## src/rtl/pin_vault.sv

```systemverilog
// ---------------------------------------------------------------------------
// pin_vault
//   Stores a four-digit BCD PIN and grants access when a matching candidate
//   is presented. Wrong candidates consume attempts; running out of attempts
//   locks the vault for LOCK_CYCLES clock cycles.
//
// Optional build macro:
//   PIN_VAULT_WIPE_EN - a second lockout with no successful match since the
//                       previous lockout wipes the stored PIN on expiry and
//                       returns the vault to the empty (un-enrolled) state.
//
// Ports:
//   clk_i           single clock, rising edge
//   rst_n_i         asynchronous active-low reset
//   enroll_valid_i  request to store enroll_pin_i
//   enroll_pin_i    four BCD digits, digit k at [4k+3:4k]
//   check_valid_i   request to compare check_pin_i with the stored PIN
//   check_pin_i     candidate PIN, same layout as enroll_pin_i
//   relock_i        close an open vault
//   ready_o         a request is accepted on an edge where this is high
//   enrolled_o      a PIN is stored
//   w_o             access granted (level)
//   fail_o          one-cycle failure pulse
//   locked_o        lockout in progress
//   attempts_o      wrong checks remaining before lockout
// ---------------------------------------------------------------------------
module pin_vault #(
  parameter int MAX_ATTEMPTS = 3,
  parameter int LOCK_CYCLES  = 50000000
) (
  input  logic        clk_i,
  input  logic        rst_n_i,
  input  logic        enroll_valid_i,
  input  logic [15:0] enroll_pin_i,
  input  logic        check_valid_i,
  input  logic [15:0] check_pin_i,
  input  logic        relock_i,
  output logic        ready_o,
  output logic        enrolled_o,
  output logic        w_o,
  output logic        fail_o,
  output logic        locked_o,
  output logic [1:0]  attempts_o
);

  typedef enum logic [2:0] {
    S_EMPTY,
    S_IDLE,
    S_COMPARE,
    S_OPEN,
    S_LOCKOUT
  } state_t;

  localparam logic [1:0]  ATT_MAX = 2'(MAX_ATTEMPTS);
  localparam logic [25:0] LOCK_LD = 26'(LOCK_CYCLES);

  function automatic logic bcd_ok(input logic [15:0] pin);
    logic ok;
    ok = 1'b1;
    for (int k = 0; k < 4; k++) begin
      if (pin[4*k +: 4] > 4'd9) ok = 1'b0;
    end
    return ok;
  endfunction

  state_t      r_state;
  state_t      w_state_nxt;
  logic [15:0] r_pin;
  logic [15:0] r_cand;
  logic [1:0]  r_attempts;
  logic [25:0] r_timer;
  logic        r_w;
  logic        r_fail;
  logic        r_fail_p1;

  logic        w_enr_bcd;
  logic        w_match;
  logic        w_expire;
  logic        w_lock_enter;
  logic        w_store_pin;
  logic        w_fail_now;
  logic        w_wipe;
  logic        w_wipe_exp;

  assign w_enr_bcd    = bcd_ok(enroll_pin_i);
  // Stored PIN is always valid BCD, so equality already implies a valid
  // candidate; the explicit digit test keeps the intent visible.
  assign w_match      = (r_cand == r_pin) && bcd_ok(r_cand);
  assign w_expire     = (r_state == S_LOCKOUT) && (r_timer <= 26'd1);
  assign w_lock_enter = (r_state == S_COMPARE) && !w_match && (r_attempts <= 2'd1);
  assign w_wipe_exp   = w_expire && w_wipe;

  // A check wins over an enroll in EMPTY; relock wins over enroll in OPEN.
  assign w_store_pin  = enroll_valid_i && w_enr_bcd &&
                        (((r_state == S_EMPTY) && !check_valid_i) ||
                         ((r_state == S_OPEN)  && !relock_i));

  assign w_fail_now   = ((r_state == S_EMPTY) && check_valid_i) ||
                        ((r_state == S_EMPTY) && enroll_valid_i && !w_enr_bcd) ||
                        ((r_state == S_OPEN)  && !relock_i && enroll_valid_i && !w_enr_bcd);

  // State register
  always_ff @(posedge clk_i or negedge rst_n_i) begin
    if (!rst_n_i) r_state <= S_EMPTY;
    else          r_state <= w_state_nxt;
  end

  // Next-state logic
  always_comb begin
    w_state_nxt = r_state;
    case (r_state)
      S_EMPTY: begin
        if (!check_valid_i && enroll_valid_i && w_enr_bcd) w_state_nxt = S_IDLE;
      end
      S_IDLE: begin
        if (check_valid_i) w_state_nxt = S_COMPARE;
      end
      S_COMPARE: begin
        if (w_match)           w_state_nxt = S_OPEN;
        else if (w_lock_enter) w_state_nxt = S_LOCKOUT;
        else                   w_state_nxt = S_IDLE;
      end
      S_OPEN: begin
        if (relock_i) w_state_nxt = S_IDLE;
      end
      S_LOCKOUT: begin
        if (w_expire) w_state_nxt = w_wipe ? S_EMPTY : S_IDLE;
      end
      default: w_state_nxt = S_EMPTY;
    endcase
  end

  // State-decoded outputs
  always_comb begin
    ready_o    = (r_state == S_EMPTY) || (r_state == S_IDLE) || (r_state == S_OPEN);
    locked_o   = (r_state == S_LOCKOUT);
    enrolled_o = (r_state != S_EMPTY);
  end

  assign w_o        = r_w;
  assign fail_o     = r_fail;
  assign attempts_o = r_attempts;

  // Candidate capture (accept edge); no reset needed, only read in COMPARE
  always_ff @(posedge clk_i) begin
    if ((r_state == S_IDLE) && check_valid_i) r_cand <= check_pin_i;
  end

  // Compare result -> p1 (state update), p1 -> output pulse/level.
  // w_o follows OPEN one edge late so a grant appears two edges after the
  // accepting edge, but relock clears it on the relock edge itself.
  always_ff @(posedge clk_i or negedge rst_n_i) begin
    if (!rst_n_i) begin
      r_pin      <= '0;
      r_attempts <= ATT_MAX;
      r_timer    <= '0;
      r_w        <= 1'b0;
      r_fail     <= 1'b0;
      r_fail_p1  <= 1'b0;
    end else begin
      r_w       <= (r_state == S_OPEN) && !relock_i;
      r_fail_p1 <= (r_state == S_COMPARE) && !w_match;
      r_fail    <= r_fail_p1 || w_fail_now;

      if (w_store_pin)     r_pin <= enroll_pin_i;
      else if (w_wipe_exp) r_pin <= '0;

      if (r_state == S_COMPARE) r_attempts <= w_match ? ATT_MAX : (r_attempts - 2'd1);
      else if (w_expire)        r_attempts <= ATT_MAX;

      if (w_lock_enter)                                 r_timer <= LOCK_LD;
      else if ((r_state == S_LOCKOUT) && (r_timer != '0)) r_timer <= r_timer - 26'd1;
    end
  end

`ifdef PIN_VAULT_WIPE_EN
  // r_hist: a lockout happened with no successful match since.
  // r_wipe: the current lockout is a repeat and ends in a wipe.
  logic r_hist;
  logic r_wipe;

  always_ff @(posedge clk_i or negedge rst_n_i) begin
    if (!rst_n_i) begin
      r_hist <= 1'b0;
      r_wipe <= 1'b0;
    end else if ((r_state == S_COMPARE) && w_match) begin
      r_hist <= 1'b0;
      r_wipe <= 1'b0;
    end else if (w_lock_enter) begin
      r_wipe <= r_hist;
      r_hist <= 1'b1;
    end else if (w_wipe_exp) begin
      r_hist <= 1'b0;
      r_wipe <= 1'b0;
    end
  end

  assign w_wipe = r_wipe;
`else
  assign w_wipe = 1'b0;
`endif

endmodule

```

## config.mk

```make
export PLATFORM = sky130hd
export DESIGN_NAME = pin_vault
export DESIGN_NICKNAME = d
export VERILOG_FILES = /design/src/rtl/pin_vault.sv
export SDC_FILE = /design/constraint.sdc
export NUM_CORES = 1
export LEC_CHECK = 0
export CAP_MARGIN = 40
export CORE_MARGIN = 1.5
export CORE_UTILIZATION = 30
export DETAILED_ROUTE_END_ITERATION = 8
export SETUP_SLACK_MARGIN = 0.2
export SLEW_MARGIN = 5
export SYNTH_ARGS = -nofsm -noshare
export SYNTH_HDL_FRONTEND = slang
export SYNTH_SLANG_ARGS = --single-unit
```

## constraint.sdc

```tcl
create_clock -name clk_i -period 3.3 [get_ports clk_i]
set_input_delay 0.66 -clock clk_i [delete_from_list [all_inputs] [get_ports clk_i]]
set_output_delay 0.66 -clock clk_i [all_outputs]
set_load 0.01 [all_outputs]
```

[After elaboration in Yosys (flattened, before gate mapping)]
Cells that the tools add are included.
Cells by class
  magnitude comparators: 10
  reductions and logical operators: 33
  multiplexer cells: 20
  equal/unequal tests: 9
  add/sub/neg operators: 2
Operator list (count)
  26-bit two-way mux: 2
  4-bit greater-than comparator, second input constant: 8
  26-bit by 1-bit less-or-equal comparator with 1-bit output, second input constant: 1
  26-bit nonzero test: 1
  26-bit by 1-bit subtractor with 26-bit output, second input constant: 1
  3-bit two-way mux: 6
  1-bit logical AND: 17
  16-bit equality test: 1
  3-bit one-hot mux with 5 select lines: 1
  1-bit two-way mux: 8
  3-bit by 2-bit equality test with 1-bit output, second input constant: 2
  1-bit logical OR: 6
  2-bit two-way mux: 3
  1-bit zero test: 4
  2-bit by 1-bit != test with 1-bit output, second input constant: 2
  2-bit != test, second input constant: 2
  4-bit AND reduction: 1
  2-bit nonzero test: 2
  3-bit by 1-bit equality test with 1-bit output, second input constant: 1
  3-bit equality test, second input constant: 1
  3-bit zero test: 1
  3-bit nonzero test: 1
  2-bit by 1-bit less-or-equal comparator with 1-bit output, second input constant: 1
  2-bit by 1-bit subtractor with 2-bit output, second input constant: 1
Storage, ports and cells
  logic and storage cells: 82
  output and inout port bits: 7
  bits in registers: 66

[Depth between registers and ports, before layout]
  depth in word-level cells: 12
  mapped depth: 8
  mapped depth without buffers: 7

[Least setup slack after synthesis]
OpenSTA, ideal clock, no wires.
  path kind: input -> register
  from: input check_valid_i
  to: register r_cand[0] (enable)
  buffers on the path: 0
  arrival: 2093 ps
  stages: 2
  required time: 2887 ps
  library setup time: 413 ps
  slack: 794 ps
  path through: nor2b_1 nor3b_1
On the way
  word-level cells in the longest chain between the ends: 1
Ends and longest elaborated chain
  from (decl): line 35  | input logic check_valid_i,
  1-bit logical AND: line 146  | if ((r_state == S_IDLE) && check_valid_i) r_cand <= check_pin_i;
  to (signal assigned): line 146
  to (decl): line 69  | logic [15:0] r_cand;
No other way between the ends.
A chain may end at the register's enable or synchronous reset.

[Worst setup path in the final report]
  from: register r_state[2]
  to: output locked_o
On the way
  word-level cells in the longest chain between the ends: 1
Ends and longest elaborated chain
  from (decl): line 66  | state_t r_state;
  from (signal assigned): line 105  | else r_state <= w_state_nxt;
  3-bit equality test: line 136  | locked_o = (r_state == S_LOCKOUT);
  to (decl): line 42  | output logic locked_o,
No other way between the ends.

==> metrics.txt <==
status completed; FF+latch area 1734 µm²; Fin Setup TNS 0 ns; Leakage Power 1.513 nW; Die X 106.7 µm; num ports 44; Routed Wire Length 6538 µm; total gr overflow 0; commonest non-fill, non-tap cells in the layout 48 x dfrtp_1, 42 x clkdlybuf4s50_1, 32 x nor2_1; DRC viols 0; unrepaired setup endpoints after global routing false; Int Pwr 2.073 mW; VDD IR max 0.2390 mV; cell count after synthesis 288; Critical Path Start Type register; total number of vias 2276; clock sinks 66; drt first-iter violations 58; routed len/inst 13.65 µm; CORE AREA 10370 µm²; Detailed Place HPWL 4769 µm; drt pass-1 iters 4; first-pass GRT wire length 11230 µm; Mapped Nets 328; max_cap viols 0; Worst Path Max Fanout 16; most frequently used flop master after synthesis dfrtp_1; Seq/Total Area, Yosys 53.80%; Switch Pwr 1.043 mW; PortBufs 43; GRT Total Usage 12.78%; CTS-repair resized insts 0; initial antenna violation count 0; Post-CTS Hold Buffers 0; top cell type's share of synthesized area 37.27%; clock share of power 23.0%; Synth Register Bits 66; Logic pwr share 31.5%; die area 11370 µm²; pre-CTS setup slack 0.6758 ns; Pwr Density 774.6 nW/µm²; worst skew pair latency 0.35 ns; Synth area leaders dfrtp_1 37%, edfxtp_1 15%, mux2_2 5.6%; Core Rows 37; CTS root buffer clkbuf_8; H-tree depth 3; deepest clock path buffer count 2; # nets final 378; Relative slew margins 40.31%; CTS tree yes; via/cell ratio 4.752; Layout area overhead 24.84%; Distinct cells, synth 53; commonest non-fill, non-tap cell in the layout dfrtp_1; CP required 2.64 ns; Worst Path Arrival 1.86 ns; Mapped Area 3223 µm²; Flop pwr share 45.5%; TritonCTS buffer count 9; max frequency 397.0 MHz; largest net degree at the start of global routing 28; Yosys top cell by area dfrtp_1; Multi-input gate area 1423 µm²; crit path kind reg -> out; fillers 1024; Synthesis Warnings 0; EDFF count, synth 16; clk_skew 0.01042 ns; fin worst setup slack 0.7813 ns; total power 3.117 mW; Die Y 106.7 µm; clock-pin transition on the worst setup and hold timing paths 0.07 ns; post-synthesis average cell area 11.19 µm²; CP Launch Point r_state[2]$_DFFE_PN0P_; Routed Antenna Nets 0; vias in the first global route 2336; Reg-to-Reg Start r_timer[16]$_DFFE_PN0P_; post-CTS setup repair buffer count 0; Worst Setup End Kind output port; HP Class in -> async; final hold violations 0; Sw Ratio 33.48%; ANT cells 0; Starting Density 31.08%; worst-margin pin slew 0.8927 ns; layout cell share with drive strength beyond 1 14.87%; routability cong. 0.7796; Final setup viols 0; min cycle time layout 2.519 ns; Max Slew Vio Count 0; asr flop ratio synth 75.76%; Final period util 76.32%
## synth_stat cells (7+ instances only)
| master | number |
|---|---|
| dfrtp_1 | 48 |
| nor2_1 | 32 |
| nand2_1 | 22 |
| xnor2_1 | 19 |
| edfxtp_1 | 16 |
| mux2_2 | 16 |
| xor2_1 | 16 |
| nor3_1 | 12 |
| o21ai_0 | 11 |
| nand3_1 | 10 |
| nand4_1 | 8 |
| inv_1 | 7 |
## worst paths after layout
kind	to	slack, ns	cells after the start
setup / recovery	locked_o	0.78	3
hold / removal	r_timer[16]$_DFFE_PN0P_	0.28	1
setup reg to reg	r_timer[1]$_DFFE_PN0P_	0.99	6
hold reg to reg	fail_o$_DFF_PN0_	0.45	1
max in group asynchronous	attempts_o[1]$_DFFE_PN1P_	2.27	3
min in group clk_i	fail_o$_DFF_PN0_	0.45	1
## kinds of logic after synthesis
logic type	synth area share, %
and+or+nand+nor	21.93
buffers and inverters	2.212
AOI/OAI and AO/OA	5.784
adders and majority gates	1.165
muxes	5.590
DFF	53.80
xor gates and xnor gates	9.511
## power by group through the flow
| stage | clock [mW] | combinational (mW) | sequential, mW |
|---|---|---|---|
| after floorplan | 0 | 0.712 | 1.36 |
| after global placement | 0 | 0.967 | 1.42 |
| after detailed placement | 0 | 0.991 | 1.43 |
| after CTS | 0.737 | 0.997 | 1.42 |
| after global routing | 0.767 | 1.12 | 1.46 |
| final | 0.717 | 0.982 | 1.42 |
## cell type report
| type | instances | area share [%] |
|---|---|---|
| sequential | 66 | 43.10 |
| tap | 136 | 4.229 |
| multi-input combinational | 207 | 35.35 |
| inverter | 7 | 0.6530 |
| clock buffer | 12 | 3.358 |
| timing repair buffer | 47 | 11.63 |
| clock inverter | 4 | 1.679 |
## per-stage QoR
step	area [µm²]	util (%)	hold slack [ns]	std cells
final	4024	38.80	0.2849	479
after global routing	4024	38.80	0.3335	479
after CTS	4024	38.80	0.3082	479
after detailed placement	3821	36.85	0.4393	463
after global placement	3801	36.66	0.4386	462
after floorplan	3223	-	0.3644	288
## registers in the layout (all words and copies together) (netlist names)
name / cells
r_timer: 26
r_cand: 16
r_pin: 16
r_state: 3
attempts_o: 2
fail_o: 1
r_fail_p1: 1
w_o: 1
## layer usage
layer,vias up,global-route usage [%],wire [µm]
met1,1108,16.27,3159
li1,1116,-,-
met5,-,0,0
met4,0,6.476,158
met3,14,3.161,224
met2,38,20.15,2997
## worst max-delay path, cell delays in order, from the launching register on
cell             delay, ns
dfrtp_1               0.49
nor3b_2               0.22
buf_4                 0.24
clkdlybuf4s50_1       0.57
Power figures use the tool's default switching activity.
